==> src/rtl/fetch_pkg.sv <==
// ============================================================================
// Module  : fetch_pkg
// Brief   : Shared types and constants for the instruction fetch controller.
// Revision: 1.0 - initial release
// ============================================================================
`default_nettype none

package fetch_pkg;

    typedef enum logic [1:0] {
        RUN   = 2'd0,
        HALT  = 2'd1,
        FAULT = 2'd2
    } fetch_state_t;

    localparam logic [31:0] DEFAULT_RESET_PC  = 32'h0000_0000;
    localparam logic [31:0] DEFAULT_HALT_WORD = 32'hFFFF_FFFF;
    localparam logic [31:0] INSTR_BYTES       = 32'd4;

endpackage

`default_nettype wire

==> src/rtl/fetch_perf_counter.sv <==
// ============================================================================
// Module  : fetch_perf_counter
// Brief   : Saturating up-counter with enable; sticks at all-ones.
// Revision: 1.0 - initial release
// ============================================================================
`default_nettype none

module fetch_perf_counter #(
    parameter int WIDTH = 32
) (
    input  logic             clk,
    input  logic             rst_n,
    input  logic             en,
    output logic [WIDTH-1:0] count
);

    localparam logic [WIDTH-1:0] ONE = {{(WIDTH-1){1'b0}}, 1'b1};

    always_ff @(posedge clk or negedge rst_n) begin
        if (!rst_n) begin
            count <= '0;
        end else if (en && (count != '1)) begin
            count <= count + ONE;
        end
    end

endmodule

`default_nettype wire

==> src/rtl/fetch_controller.sv <==
// ============================================================================
// Module  : fetch_controller
// Brief   : PC sequencer with one-entry registered output slot, redirect and
//           halt-sentinel handling. Optional macro FETCH_PERF_COUNTERS_EN adds
//           fetchCount / stallCount saturating counters.
// Revision: 1.0 - initial release
// ============================================================================
`default_nettype none

module fetch_controller
    import fetch_pkg::*;
#(
    parameter logic [31:0] RESET_PC  = DEFAULT_RESET_PC,
    parameter logic [31:0] HALT_WORD = DEFAULT_HALT_WORD
) (
    input  logic        clk,
    input  logic        rst_n,
    output logic [31:0] instructionAddress,
    input  logic [31:0] instruction,
    output logic        fetchValid,
    input  logic        fetchReady,
    output logic [31:0] fetchInstr,
    output logic [31:0] fetchPC,
    input  logic        redirectValid,
    input  logic [31:0] redirectTarget,
    output logic        halted,
`ifdef FETCH_PERF_COUNTERS_EN
    output logic [31:0] fetchCount,
    output logic [31:0] stallCount,
`endif
    output logic        misaligned
);

    fetch_state_t state;
    logic [31:0]  pc;
    logic         slot_free;
    logic         redirect_bad;

    assign instructionAddress = pc;
    assign halted             = (state == HALT);
    assign slot_free          = !fetchValid || fetchReady;
    assign redirect_bad       = redirectValid && (redirectTarget[1:0] != 2'b00);

    always_ff @(posedge clk or negedge rst_n) begin
        if (!rst_n) begin
            state      <= RUN;
            pc         <= RESET_PC;
            fetchValid <= 1'b0;
            fetchInstr <= '0;
            fetchPC    <= '0;
            misaligned <= 1'b0;
        end else begin
            unique case (state)
                RUN: begin
                    if (redirect_bad) begin
                        state      <= FAULT;
                        misaligned <= 1'b1;
                        fetchValid <= 1'b0;
                    end else if (redirectValid) begin
                        // Any unaccepted slot belongs to the wrong path; drop it.
                        pc         <= redirectTarget;
                        fetchValid <= 1'b0;
                    end else if (slot_free && (instruction == HALT_WORD)) begin
                        state      <= HALT;
                        fetchValid <= 1'b0;
                    end else if (slot_free) begin
                        fetchInstr <= instruction;
                        fetchPC    <= pc;
                        fetchValid <= 1'b1;
                        pc         <= pc + INSTR_BYTES;
                    end
                end
                HALT: begin
                    fetchValid <= 1'b0;
                    if (redirect_bad) begin
                        state      <= FAULT;
                        misaligned <= 1'b1;
                    end else if (redirectValid) begin
                        state <= RUN;
                        pc    <= redirectTarget;
                    end
                end
                FAULT: begin
                    fetchValid <= 1'b0;
                end
                default: begin
                    state      <= FAULT;
                    fetchValid <= 1'b0;
                end
            endcase
        end
    end

`ifdef FETCH_PERF_COUNTERS_EN
    logic fetch_en;
    logic stall_en;

    assign fetch_en = fetchValid && fetchReady;
    assign stall_en = (state == RUN) && fetchValid && !fetchReady;

    fetch_perf_counter #(.WIDTH(32)) u_fetch_cnt (
        .clk   (clk),
        .rst_n (rst_n),
        .en    (fetch_en),
        .count (fetchCount)
    );

    fetch_perf_counter #(.WIDTH(32)) u_stall_cnt (
        .clk   (clk),
        .rst_n (rst_n),
        .en    (stall_en),
        .count (stallCount)
    );
`endif

endmodule

`default_nettype wire

==> config.mk <==
export PLATFORM = sky130hd
export DESIGN_NAME = fetch_controller
export DESIGN_NICKNAME = d
export VERILOG_FILES = /design/src/rtl/fetch_pkg.sv /design/src/rtl/fetch_perf_counter.sv /design/src/rtl/fetch_controller.sv
export SDC_FILE = /design/constraint.sdc
export NUM_CORES = 1
export LEC_CHECK = 0
export CAP_MARGIN = 5
export CORE_UTILIZATION = 38
export CTS_CLUSTER_DIAMETER = 80
export DETAILED_ROUTE_END_ITERATION = 8
export PLACE_DENSITY = 0.7
export SETUP_SLACK_MARGIN = 0.2
export SYNTH_ARGS = -nofsm -noshare
export SYNTH_HDL_FRONTEND = slang
export SYNTH_HIERARCHICAL = 1
export SYNTH_SLANG_ARGS = --single-unit
export TNS_END_PERCENT = 5
==> constraint.sdc <==
create_clock -name clk -period 5.34 [get_ports clk]
set_input_delay 0.534 -clock clk [delete_from_list [all_inputs] [get_ports clk]]
set_output_delay 0.534 -clock clk [all_outputs]
set_load 0.01 [all_outputs]
# == After elaboration in Yosys (flattened, before gate mapping) ==
# Cells that the tools add are included.
# totals
ff_bits,100
inputBits,68
out_inout_bits,99
# classes
n_addsub,1
n_eq_ne,12
mux,18
n_bitwise,4
n_reduce_logical,12
# ops
cell,count
two-way mux 32 bit,6
case mux 32 bit (2 select lines),1
adder 32 x 3 -> 32 bit (second input constant),1
equality test 32 bit (second input constant),1
!= test 3 bit (second input constant),4
two-way mux 2 bit,5
!= test 2 bit (second input constant),3
case mux 2 bit (3 select lines),1
AND reduction 6 bit,1
two-way mux 1 bit,5
!= test 5 bit (second input constant),1
AND reduction 5 bit,1
NOT 1 bit,4
AND reduction 4 bit,1
nonzero test 2 bit,2
!= test 3 x 2 -> 1 bit (second input constant),1
equality test 2 x 1 -> 1 bit (second input constant),1
equality test 2 bit (second input constant),1
logical AND 1 bit,2
zero test 2 bit,1
AND reduction 2 bit,1
OR reduction 2 bit,1
zero test 1 bit,1
logical OR 1 bit,1

# == Logic depth before layout (Yosys ltp) ==
# depth
depth_word,7
mapped_depth,8
depth_no_buf,6

# == Worst setup path before layout ==
# No wires, ideal clock.
# synth_timing
kind,input to register
start,input port redirectValid
end,"register pc[20], in the netlist instructionAddress[20]"
setup_ps,121
arrival_ps,1851
slack_ps,3368
path_stages,7
cell_sequence,clkbuf_1 > o21ai_0 > nor2b_1 > o21a_1 > clkbuf_1 > o211ai_1 > a22o_1
# synth_between
elab_chain_cells,3
elab_cells_between_ends,10
classes_between,5 x eq/ne; 3 x mux; 2 x reduce/logical
# synth_rtl
item,line,text
from (decl),fetch_controller.sv:24,"input logic redirectValid,"
two-way mux 32 bit or logical AND 1 bit (tied branches),"fetch_controller.sv:59, fetch_controller.sv:42",
two-way mux 32 bit or != test 2 bit (tied branches),n/a,
case mux 32 bit (2 select lines) or AND reduction 6 bit (tied branches),n/a,
to (signal assigned),fetch_controller.sv:61,pc <= redirectTarget;
to (signal assigned),fetch_controller.sv:70,pc <= pc + INSTR_BYTES;
to (signal assigned),fetch_controller.sv:80,pc <= redirectTarget;
to (decl),fetch_controller.sv:35,logic [31:0] pc;
# Parallel ways exist; a longest one is shown, timed or not. The select of a mux whose other input is x is not followed.
# A chain may end at the register's enable or synchronous reset.

# == Final worst setup path ==
# layout_timing
start,input port redirectValid
end,"register pc[19], in the netlist instructionAddress[19]"
# Same word-level chain as after synthesis.

==> results_dict.tcl <==
set metrics [dict create \
    status "completed" \
    r2r_start "state[1]" \
    netlist_area_um2 4660 \
    grt_overflow_total 0 \
    h-tree-depth 3 \
    r2r_end "fetchPC[5]" \
    layout-drive-gt1-share_pct 17.5 \
    dp_hpwl_um 9350 \
    insertion_delay_ps 350 \
    slew-limit-headroom_pct 30.4 \
    rows 40 \
    path_max_fanout 33 \
    drc 0 \
    layout_min_cycle_time_ps 2870 \
    first_pass_iters 5 \
    crit_type "in2reg" \
    reg2reg_depth 4 \
    finalSetupViolCount 0 \
    antenna_found_initial 0 \
    worst-r2r-setup-slack_ps 2940 \
    ir_worst_vdd_mv 0.197 \
    syn_nets 479 \
    globalRouteTotalUtil_pct 21.6 \
    hold_buffers 0 \
    cts.repair.resized 0 \
    arrival_ps 3160 \
    cts_root_buf "clkbuf_16" \
    postPlaceCellArea_um2 6420 \
    ys_seq_elements 100 \
    cts.sinks 100 \
    grt_first_pass_wirelength_um 21200 \
    final_area_um2 6720 \
    fin_nets 634 \
    ant_nets 0 \
    final_max_slew_viol_count 0 \
    final_common_cell "clkdlybuf4s50_1" \
    area_growth_syn_to_layout_pct 44.2 \
    cp-end-kind "flip-flop" \
    pin_count 167 \
    fp.dieW_um 113 \
    fin_cells 717 \
    tightest_slew_ps 1040 \
    syn_inst 410 \
    crit_required_ps 5630 \
    final_cell_mix "clkdlybuf4s50_1 (165), dfrtp_1 (100), mux2_2 (64)" \
    initial_utilization_pct 39.0 \
    n_antenna_cell 0 \
    grt_max_degree 72 \
    synthDistinctLibCells 46 \
    rsz0062_at_grt "no" \
    cts_made_buffers 9 \
    p_total_mw 2.26 \
    viasPerCell 5.77 \
    dr.first_iter.drc_count 265 \
    powerDensity_nw_per_um2 336 \
    ys_warn_count 6 \
    post_cts_buffers 0 \
    hold_path.class "in2async" \
    coreArea_um2 12000 \
    async_flop_share_pct 100 \
    synthFlopType "dfrtp_1" \
    finalHoldViolations 0 \
    clockBufferDepth 2 \
    wl_per_cell_um 18.7 \
    skew_ps 8.03 \
    crit_start "redirectValid" \
    gp_congestion 0.819 \
    dr_total_vias 4138 \
    yosysSeqAreaShare_pct 53.7 \
    die_area_um2 12700 \
    timing.max_cap.violations 0 \
    path_clk_slew_ps 70 \
    avgSynthCellArea_um2 11.4 \
    synth-edff-count 0 \
    cts_tree "yes" \
    portBuffers 166 \
    die_h_um 113 \
    p_leak_nw 2.70 \
    grt_pass1_vias 4055 \
    wl_um 13400 \
    dp.cells 701 \
    fmax_ghz 0.349 \
    critPathLaunchType "input port" \
    setup_tns_ps 0 \
    fin_crit_sh_pct 53.7 \
]
## worst max-delay path by stage
stage | endpoint | depth (start not counted)
finish | instructionAddress[19] | 7
detailed placement | instructionAddress[19] | 7
CTS | instructionAddress[2] | 7
global route | instructionAddress[2] | 7
floorplan | instructionAddress[20] | 7
global placement | instructionAddress[19] | 7
## cell families after synthesis
kind of cell	after synthesis	share of synthesized area (%)
AO/OA/AOI/OAI	107	15.6
AND/OR/NAND/NOR	107	12.1
flip-flops	100	53.7
multiplexers	64	15.5
buffers and inverters	31	2.95
adder cells (fa/ha/maj)	1	0.268
## worst max-delay path, cell delays in order
cell             delay (ps)
clkdlybuf4s50_1         550
o21ai_0                 170
nor2b_1                 270
o21a_1                  160
buf_4                   320
and2_1                  890
a22o_2                  270
## registers in the layout, indices dropped and copies added (netlist names)
name                count
state                   2
misaligned              1
fetchInstr             32
fetchValid              1
fetchPC                32
instructionAddress     32
## power by group
part	switching, mW	internal [mW]
registers	0.125	0.885
clock network	0.285	0.366
logic	0.230	0.365
## cell type report
cell class                 instances  area, µm²
clock inverter                     3       18.8
multi-input combinational        279       2020
tap                              147        184
clock buffer                      13        280
timing repair buffer             171       1700
sequential                       100       2500
inverter                           4       15.0
fill                            1032       5240
## routing by layer
metal	vias to the layer above	track usage, %	wire length (µm)
met2	212	34.8	6450
met5	-	0	0
met4	0	8.89	245
li1	1868	-	-
met3	17	7.02	1280
met1	2041	26.8	5460
## synthesized netlist by cell type (all sizes together) (2+ instances only)
cell type | instances | area, µm²
a21boi | 2 | 15.0
a21o | 3 | 22.5
a21oi | 18 | 90.1
a22o | 7 | 62.6
a31o | 4 | 35.0
a31oi | 22 | 138
and2 | 4 | 25.0
and3 | 5 | 31.3
and4 | 2 | 17.5
buf | 12 | 66.3
clkbuf | 15 | 56.3
dfrtp | 100 | 2500
inv | 4 | 15.0
mux2 | 64 | 721
nand2 | 29 | 109
nand3 | 16 | 80.1
nand4 | 18 | 113
nor2 | 13 | 48.8
nor2b | 3 | 18.8
nor3 | 6 | 30.0
nor4 | 2 | 18.8
o211ai | 4 | 30.0
o21a | 2 | 15.0
o21ai | 16 | 80.1
o22ai | 7 | 43.8
o2bb2ai | 2 | 17.5
o31ai | 13 | 116
or3 | 7 | 55.1
## per-stage QoR
stage          worst slack (ps)  hold slack [ps]  utilization [%]
2_1_floorplan              3370              238                -
3_3_place_gp               2260              472             53.7
3_5_place_dp               2140              471             53.7
4_1_cts                    2520              102             56.2
5_1_grt                    2320              121             56.2
6_report                   2470             97.1             56.2
No activity file was read; power rests on OpenSTA's default activity.
